[src/rtl/dir_button_debounce.sv]
`default_nettype none
// ============================================================================
//  Module      : dir_button_debounce
//  Description : Input stage for the 5-way direction display decoder.
//                Synchronises and debounces five raw pushbuttons, then
//                arbitrates the stable levels into a one-hot-or-zero
//                direction vector {l,c,d,u,r}, a one-cycle press pulse and
//                a 3-bit direction code (0 none, 1 l, 2 c, 3 d, 4 u, 5 r).
//  Revision    : 1.0 - initial release
// ============================================================================
module dir_button_debounce #(
    parameter int DEBOUNCE_CYCLES = 50000,
    parameter int CNT_W           = 16,
    parameter int LATCH           = 1
) (
    input  logic       clk,
    input  logic       rst,
    input  logic       btn_l,
    input  logic       btn_c,
    input  logic       btn_d,
    input  logic       btn_u,
    input  logic       btn_r,
    output logic       l,
    output logic       c,
    output logic       d,
    output logic       u,
    output logic       r,
    output logic       press,
    output logic [2:0] dir_code
);

    // Counter value on which a persisting new level is accepted.
    localparam logic [CNT_W-1:0] c_cnt_last = CNT_W'(DEBOUNCE_CYCLES - 1);

    // Arbiter states.
    typedef enum logic [1:0] {
        ST_IDLE     = 2'd0,
        ST_HELD     = 2'd1,
        ST_WAIT_REL = 2'd2
    } state_t;

    // Bit order everywhere: [4]=l, [3]=c, [2]=d, [1]=u, [0]=r.
    logic [4:0] w_raw;
    logic [4:0] r_sync1;
    logic [4:0] r_sync2;
    logic [4:0] w_stable;

    state_t     r_state;
    state_t     w_state_nxt;
    logic [4:0] r_held;
    logic [4:0] w_held_nxt;
    logic [4:0] r_dir;
    logic [4:0] w_dir_nxt;
    logic       r_press;
    logic       w_press_nxt;
    logic [2:0] r_code;
    logic [2:0] w_code_nxt;
    logic [4:0] w_rest;
    logic       w_onehot;
    logic       w_none;

    assign w_raw = {btn_l, btn_c, btn_d, btn_u, btn_r};

    // Two-flop synchroniser; the raw buttons are asynchronous to clk.
    always_ff @(posedge clk or posedge rst) begin
        if (rst) begin
            r_sync1 <= 5'b0;
            r_sync2 <= 5'b0;
        end else begin
            r_sync1 <= w_raw;
            r_sync2 <= r_sync1;
        end
    end

    // One debouncer per button: a new synchronised level must be seen on
    // DEBOUNCE_CYCLES consecutive edges before it replaces the stable level.
    // Any reversion in between clears the count.
    generate
        for (genvar gi = 0; gi < 5; gi++) begin : g_deb
            logic [CNT_W-1:0] r_cnt;
            logic             r_stable;

            // Count consecutive disagreeing samples; accept on the last one.
            always_ff @(posedge clk or posedge rst) begin
                if (rst) begin
                    r_cnt    <= '0;
                    r_stable <= 1'b0;
                end else if (r_sync2[gi] == r_stable) begin
                    r_cnt <= '0;
                end else if (r_cnt == c_cnt_last) begin
                    r_stable <= r_sync2[gi];
                    r_cnt    <= '0;
                end else begin
                    r_cnt <= r_cnt + 1'b1;
                end
            end

            assign w_stable[gi] = r_stable;
        end
    endgenerate

    // Classification of the stable vector.
    assign w_none   = (w_stable == 5'b0);
    assign w_onehot = !w_none && ((w_stable & (w_stable - 5'd1)) == 5'b0);

    // What the outputs show when no direction is actively held.
    assign w_rest   = (LATCH != 0) ? r_held : 5'b0;

    // Arbiter state and registered outputs.
    always_ff @(posedge clk or posedge rst) begin
        if (rst) begin
            r_state <= ST_IDLE;
            r_held  <= 5'b0;
            r_dir   <= 5'b0;
            r_press <= 1'b0;
            r_code  <= 3'd0;
        end else begin
            r_state <= w_state_nxt;
            r_held  <= w_held_nxt;
            r_dir   <= w_dir_nxt;
            r_press <= w_press_nxt;
            r_code  <= w_code_nxt;
        end
    end

    // Next-state and next-output decision. A new direction is only taken
    // from IDLE, so press can never fire twice in a row and multi-button
    // combinations always have to be fully released first.
    always_comb begin
        w_state_nxt = r_state;
        w_held_nxt  = r_held;
        w_dir_nxt   = r_dir;
        w_press_nxt = 1'b0;
        case (r_state)
            ST_IDLE: begin
                if (w_onehot) begin
                    w_state_nxt = ST_HELD;
                    w_held_nxt  = w_stable;
                    w_dir_nxt   = w_stable;
                    w_press_nxt = 1'b1;
                end else if (!w_none) begin
                    w_state_nxt = ST_WAIT_REL;
                end else begin
                    w_dir_nxt = w_rest;
                end
            end
            ST_HELD: begin
                if (w_stable == r_held) begin
                    w_dir_nxt = r_held;
                end else if (w_none) begin
                    w_state_nxt = ST_IDLE;
                    w_dir_nxt   = w_rest;
                end else begin
                    w_state_nxt = ST_WAIT_REL;
                    w_dir_nxt   = w_rest;
                end
            end
            ST_WAIT_REL: begin
                w_dir_nxt = w_rest;
                if (w_none) begin
                    w_state_nxt = ST_IDLE;
                end
            end
            default: begin
                w_state_nxt = ST_IDLE;
                w_dir_nxt   = 5'b0;
            end
        endcase
    end

    // Direction code derived from the next direction vector so that the
    // registered code always matches the registered vector.
    always_comb begin
        w_code_nxt = 3'd0;
        case (w_dir_nxt)
            5'b10000: w_code_nxt = 3'd1;
            5'b01000: w_code_nxt = 3'd2;
            5'b00100: w_code_nxt = 3'd3;
            5'b00010: w_code_nxt = 3'd4;
            5'b00001: w_code_nxt = 3'd5;
            default:  w_code_nxt = 3'd0;
        endcase
    end

    assign {l, c, d, u, r} = r_dir;
    assign press           = r_press;
    assign dir_code        = r_code;

endmodule
`default_nettype wire
[config.mk]
export PLATFORM = sky130hd
export DESIGN_NAME = dir_button_debounce
export DESIGN_NICKNAME = d
export VERILOG_FILES = /design/src/rtl/dir_button_debounce.sv
export SDC_FILE = /design/constraint.sdc
export NUM_CORES = 1
export LEC_CHECK = 0
export BUFFER_PORTS_ARGS = -buffer_cell sky130_fd_sc_hd__clkbuf_2
export CAP_MARGIN = 10
export CORE_UTILIZATION = 34
export DETAILED_ROUTE_END_ITERATION = 7
export GPL_TIMING_DRIVEN = 0
export PLACE_DENSITY = 0.5
export SLEW_MARGIN = 30
export SYNTH_ARGS = -nofsm -noshare
export SYNTH_HDL_FRONTEND = slang
export SYNTH_SLANG_ARGS = --single-unit
[constraint.sdc]
create_clock -name clk -period 3.5 [get_ports clk]
set_input_delay 0.525 -clock clk [delete_from_list [all_inputs] [get_ports clk]]
set_output_delay 0.525 -clock clk [all_outputs]
set_load 0.03 [all_outputs]
==> metrics.md <==
| Metric | Value |
|---|---|
| Status | `completed` |
| WP data arrival | `2.50 ns` |
| Total track usage | `0.1411` |
| Number of global-route vias before repair | `3808` |
| Startpoint types | `register` |
| Number of cell rows | `45` |
| CP max stage delay | `0.54 ns` |
| EDFF count, synth | `0` |
| Sequential element share of the synthesized area | `0.5093` |
| Pleak | `2.775 nW` |
| Die X-Extent | `128.7 µm` |
| 1st-iter DRT viols | `242` |
| Max-cap viol count | `0` |
| Share of cells above drive strength 1 | `0.1023` |
| Die H | `128.7 µm` |
| CP max stage cell | `a221oi_1` |
| Yosys reg bits | `111` |
| DRC Markers | `0` |
| Synth Instances | `535` |
| Clock Tree Root | `clkbuf_16` |
| PostCTS Resize Cnt | `0` |
| Data required, critical path | `3.76 ns` |
| ANT nets after route | `0` |
| Clock Tree Buf Depth | `2` |
| TritonRoute pass-1 iters | `4` |
| Buffer and inverter count on the worst path | `2` |
| FMAX | `446.8 MHz` |
| Synth Cell Area | `0.005454 mm²` |
| Crit-path max FO | `10` |
| Pwr dens | `384.4 mW/mm²` |
| Finished Cell Area | `0.006098 mm²` |
| Crit share post-route | `0.6395` |
| P&R area growth vs syn | `11.81%` |
| Routability Congestion | `0.8052` |
| Ys flop type | `dfrtp_1` |
| Post-DR wirelength/cell | `13.13 µm` |
| CTS Buf Count | `9` |
| Core area | `0.01543 mm²` |
| Ys async rst share | `1.000` |
| Cell mode on critical path | `a21oi_1` |
| WS Path Type | `reg -> reg` |
| N_diodes | `0` |
| Via-to-Cell Ratio | `4.884` |
| Tightest Pin Transition | `0.5914 ns` |
| PortBufs | `15` |
| Via count | `3800` |
| Final setup fails | `0` |
| Clock-pin slew on the worst setup and hold paths | `0.07 ns` |
| Initial Util | `0.3535` |
| Peak VDD IR | `0.2194 mV` |
| Clk sinks | `111` |
| Hold buffers post-CTS | `0` |
| Clock skew | `0.006580 ns` |
| GRT Residual Overflow | `0` |
| Top Ports | `16` |
| CP top delay family | `compound AO/OA/AOI/OAI gates` |
| Postcts setup bufs | `0` |
| Min cycle time layout | `2.238 ns` |
| Pins Over Slew Limit | `0` |
| Unrepaired setup endpoints after global routing | `no` |
| Synth warn | `0` |
| Total Routed Length | `10210 µm` |
| Post-route worst setup slack | `1.262 ns` |
| Die area | `0.01655 mm²` |
| Placed Area | `0.005828 mm²` |
| Average cell area after synthesis | `10.19 µm²` |
| CTS tree | `yes` |
| Final hold viol count | `0` |
| Largest net degree at the start of global routing | `93` |
| Syn Nets | `551` |
| Hold WC Path Type | `in -> async` |
| Worst-skew pair later-pin latency | `0.35 ns` |
| Antenna violations before repair | `0` |
| Crit path cell chain | `buf_6 > clkbuf_1 > nor2_1 > a21oi_1 > a221oi_1 > a21oi_1 > a211oi_1` |
| Worst setup EP type | `register` |
| Worst slew margin | `0.6057` |
| NumNets Final | `578` |
| Hold WS | `0.08863 ns` |
| CTS H-Tree Depth | `3` |
| First-pass GRT wire length | `18350 µm` |
| Pre-CTS setup slack | `1.277 ns` |
| Distinct cells, synth | `59` |
| Post-DP HPWL | `7066 µm` |
## sequential cells by signal, indices dropped and copies added, names as in the netlist
register and flops:
r_dir 5, r_sync1 5, r_state 2, g_deb.r_cnt 80, r_held 5, press 1, dir_code 3, g_deb.r_stable 5
r_sync2 5
## per-stage QoR
step                instances  TNS, ns  total power [W]  utilization
floorplan                 535        0         0.001389            -
global placement          761  -134.97         0.001411       0.3755
detailed placement        762        0         0.001418       0.3778
CTS                       778        0         0.002388       0.3953
global route              778        0         0.002446       0.3953
finish                    778        0         0.002344       0.3953
## synth_stat cells, types with 2 or more instances
| cell | n | share of area |
|---|---|---|
| a21oi_1 | 4 | 0.0037 |
| a211oi_1 | 2 | 0.0028 |
| buf_6 | 5 | 0.010 |
| xor2_1 | 50 | 0.080 |
| clkbuf_1 | 12 | 0.0083 |
| inv_1 | 16 | 0.011 |
| nand3_1 | 30 | 0.028 |
| nor2b_1 | 5 | 0.0057 |
| and3_1 | 22 | 0.025 |
| nor2_1 | 102 | 0.070 |
| nand2_1 | 31 | 0.021 |
| ha_1 | 9 | 0.021 |
| nand4_1 | 21 | 0.024 |
| dfrtp_1 | 111 | 0.51 |
| buf_2 | 3 | 0.0028 |
| nor3_1 | 16 | 0.015 |
| nor4_1 | 2 | 0.0023 |
| and4_1 | 6 | 0.0096 |
| mux2_2 | 6 | 0.012 |
| a221o_1 | 2 | 0.0037 |
| xnor2_1 | 32 | 0.051 |
| nor4b_1 | 5 | 0.0080 |
| a31oi_1 | 2 | 0.0023 |
| o21ai_0 | 5 | 0.0046 |
| a21o_1 | 2 | 0.0028 |
## logic make-up (layout without fill, tap and decap cells)
| family | Yosys count | count (layout) | share of synthesized area |
|---|---|---|---|
| fa+ha+maj | 10 | 10 | 0.02271 |
| flops | 111 | 111 | 0.5093 |
| mux | 7 | 7 | 0.01422 |
| buf+inv | 38 | 70 | 0.03464 |
| simple gates | 252 | 252 | 0.2285 |
| compound gates | 35 | 35 | 0.05896 |
| xor+xnor | 82 | 82 | 0.1317 |
## placed cells by master, fill, tap and decap left out, drive strengths merged, types with 2 or more instances in the layout
cell,netlist,final
a31oi,2,2
or4,2,2
nor4b,5,5
nand3,30,30
nor2b,5,5
nor4,3,3
nor3,17,17
a21o,2,2
xnor2,32,32
inv,16,16
nor3b,2,2
nor2,102,102
a221o,2,2
clkbuf,13,42
a221oi,3,3
and4,6,6
a21oi,4,4
dfrtp,111,111
mux2,6,6
nand4,21,21
buf,9,10
nand2,31,31
xor2,50,50
a211oi,4,4
ha,9,9
o21ai,5,5
and3,23,23
## metal layers
layer / vias up / GRT usage / share of wire / wire (µm)
li1: 1872 / - / - / -
met1: 1878 / 0.1874 / 0.48 / 4925
met2: 35 / 0.2216 / 0.47 / 4823
met3: 15 / 0.02453 / 0.022 / 227
met4: 0 / 0.07266 / 0.023 / 237
met5: - / 0 / 0 / 0
## final cells by class
| class | instances | area (µm²) |
|---|---|---|
| Fill cell | 1551 | 9329 |
| Sequential cell | 111 | 2778 |
| Multi-Input combinational cell | 386 | 2487 |
| Tap cell | 211 | 264.0 |
| Clock buffer | 14 | 254.0 |
| Buffer | 22 | 128.9 |
| Timing Repair Buffer | 16 | 102.6 |
| Inverter | 16 | 67.56 |
| Clock inverter | 2 | 16.27 |
## where the power goes
| part | leakage [nW] | total, W | switching [W] | internal (W) |
|---|---|---|---|---|
| registers | 1.52 | 0.00132 | 0.0000160 | 0.00130 |
| clock network | 0.127 | 0.000955 | 0.000450 | 0.000505 |
| logic | 1.13 | 0.0000715 | 0.0000498 | 0.0000216 |
## final timing paths
check	from	to	slack, ns	cells after the start
min reg2reg	r_sync1[2]	r_sync2[2]	0.35	0
max	g_deb[2].r_stable	dir_code[0]	1.26	7
max reg2reg	g_deb[2].r_stable	dir_code[0]	1.26	7
max in group asynchronous	rst	g_deb[0].r_cnt[5]	2.75	3
min	rst	r_sync1[4]	0.09	2
min in group clk	btn_r	r_sync1[0]	0.27	1
Note: power is estimated with default switching activity, not from simulation.
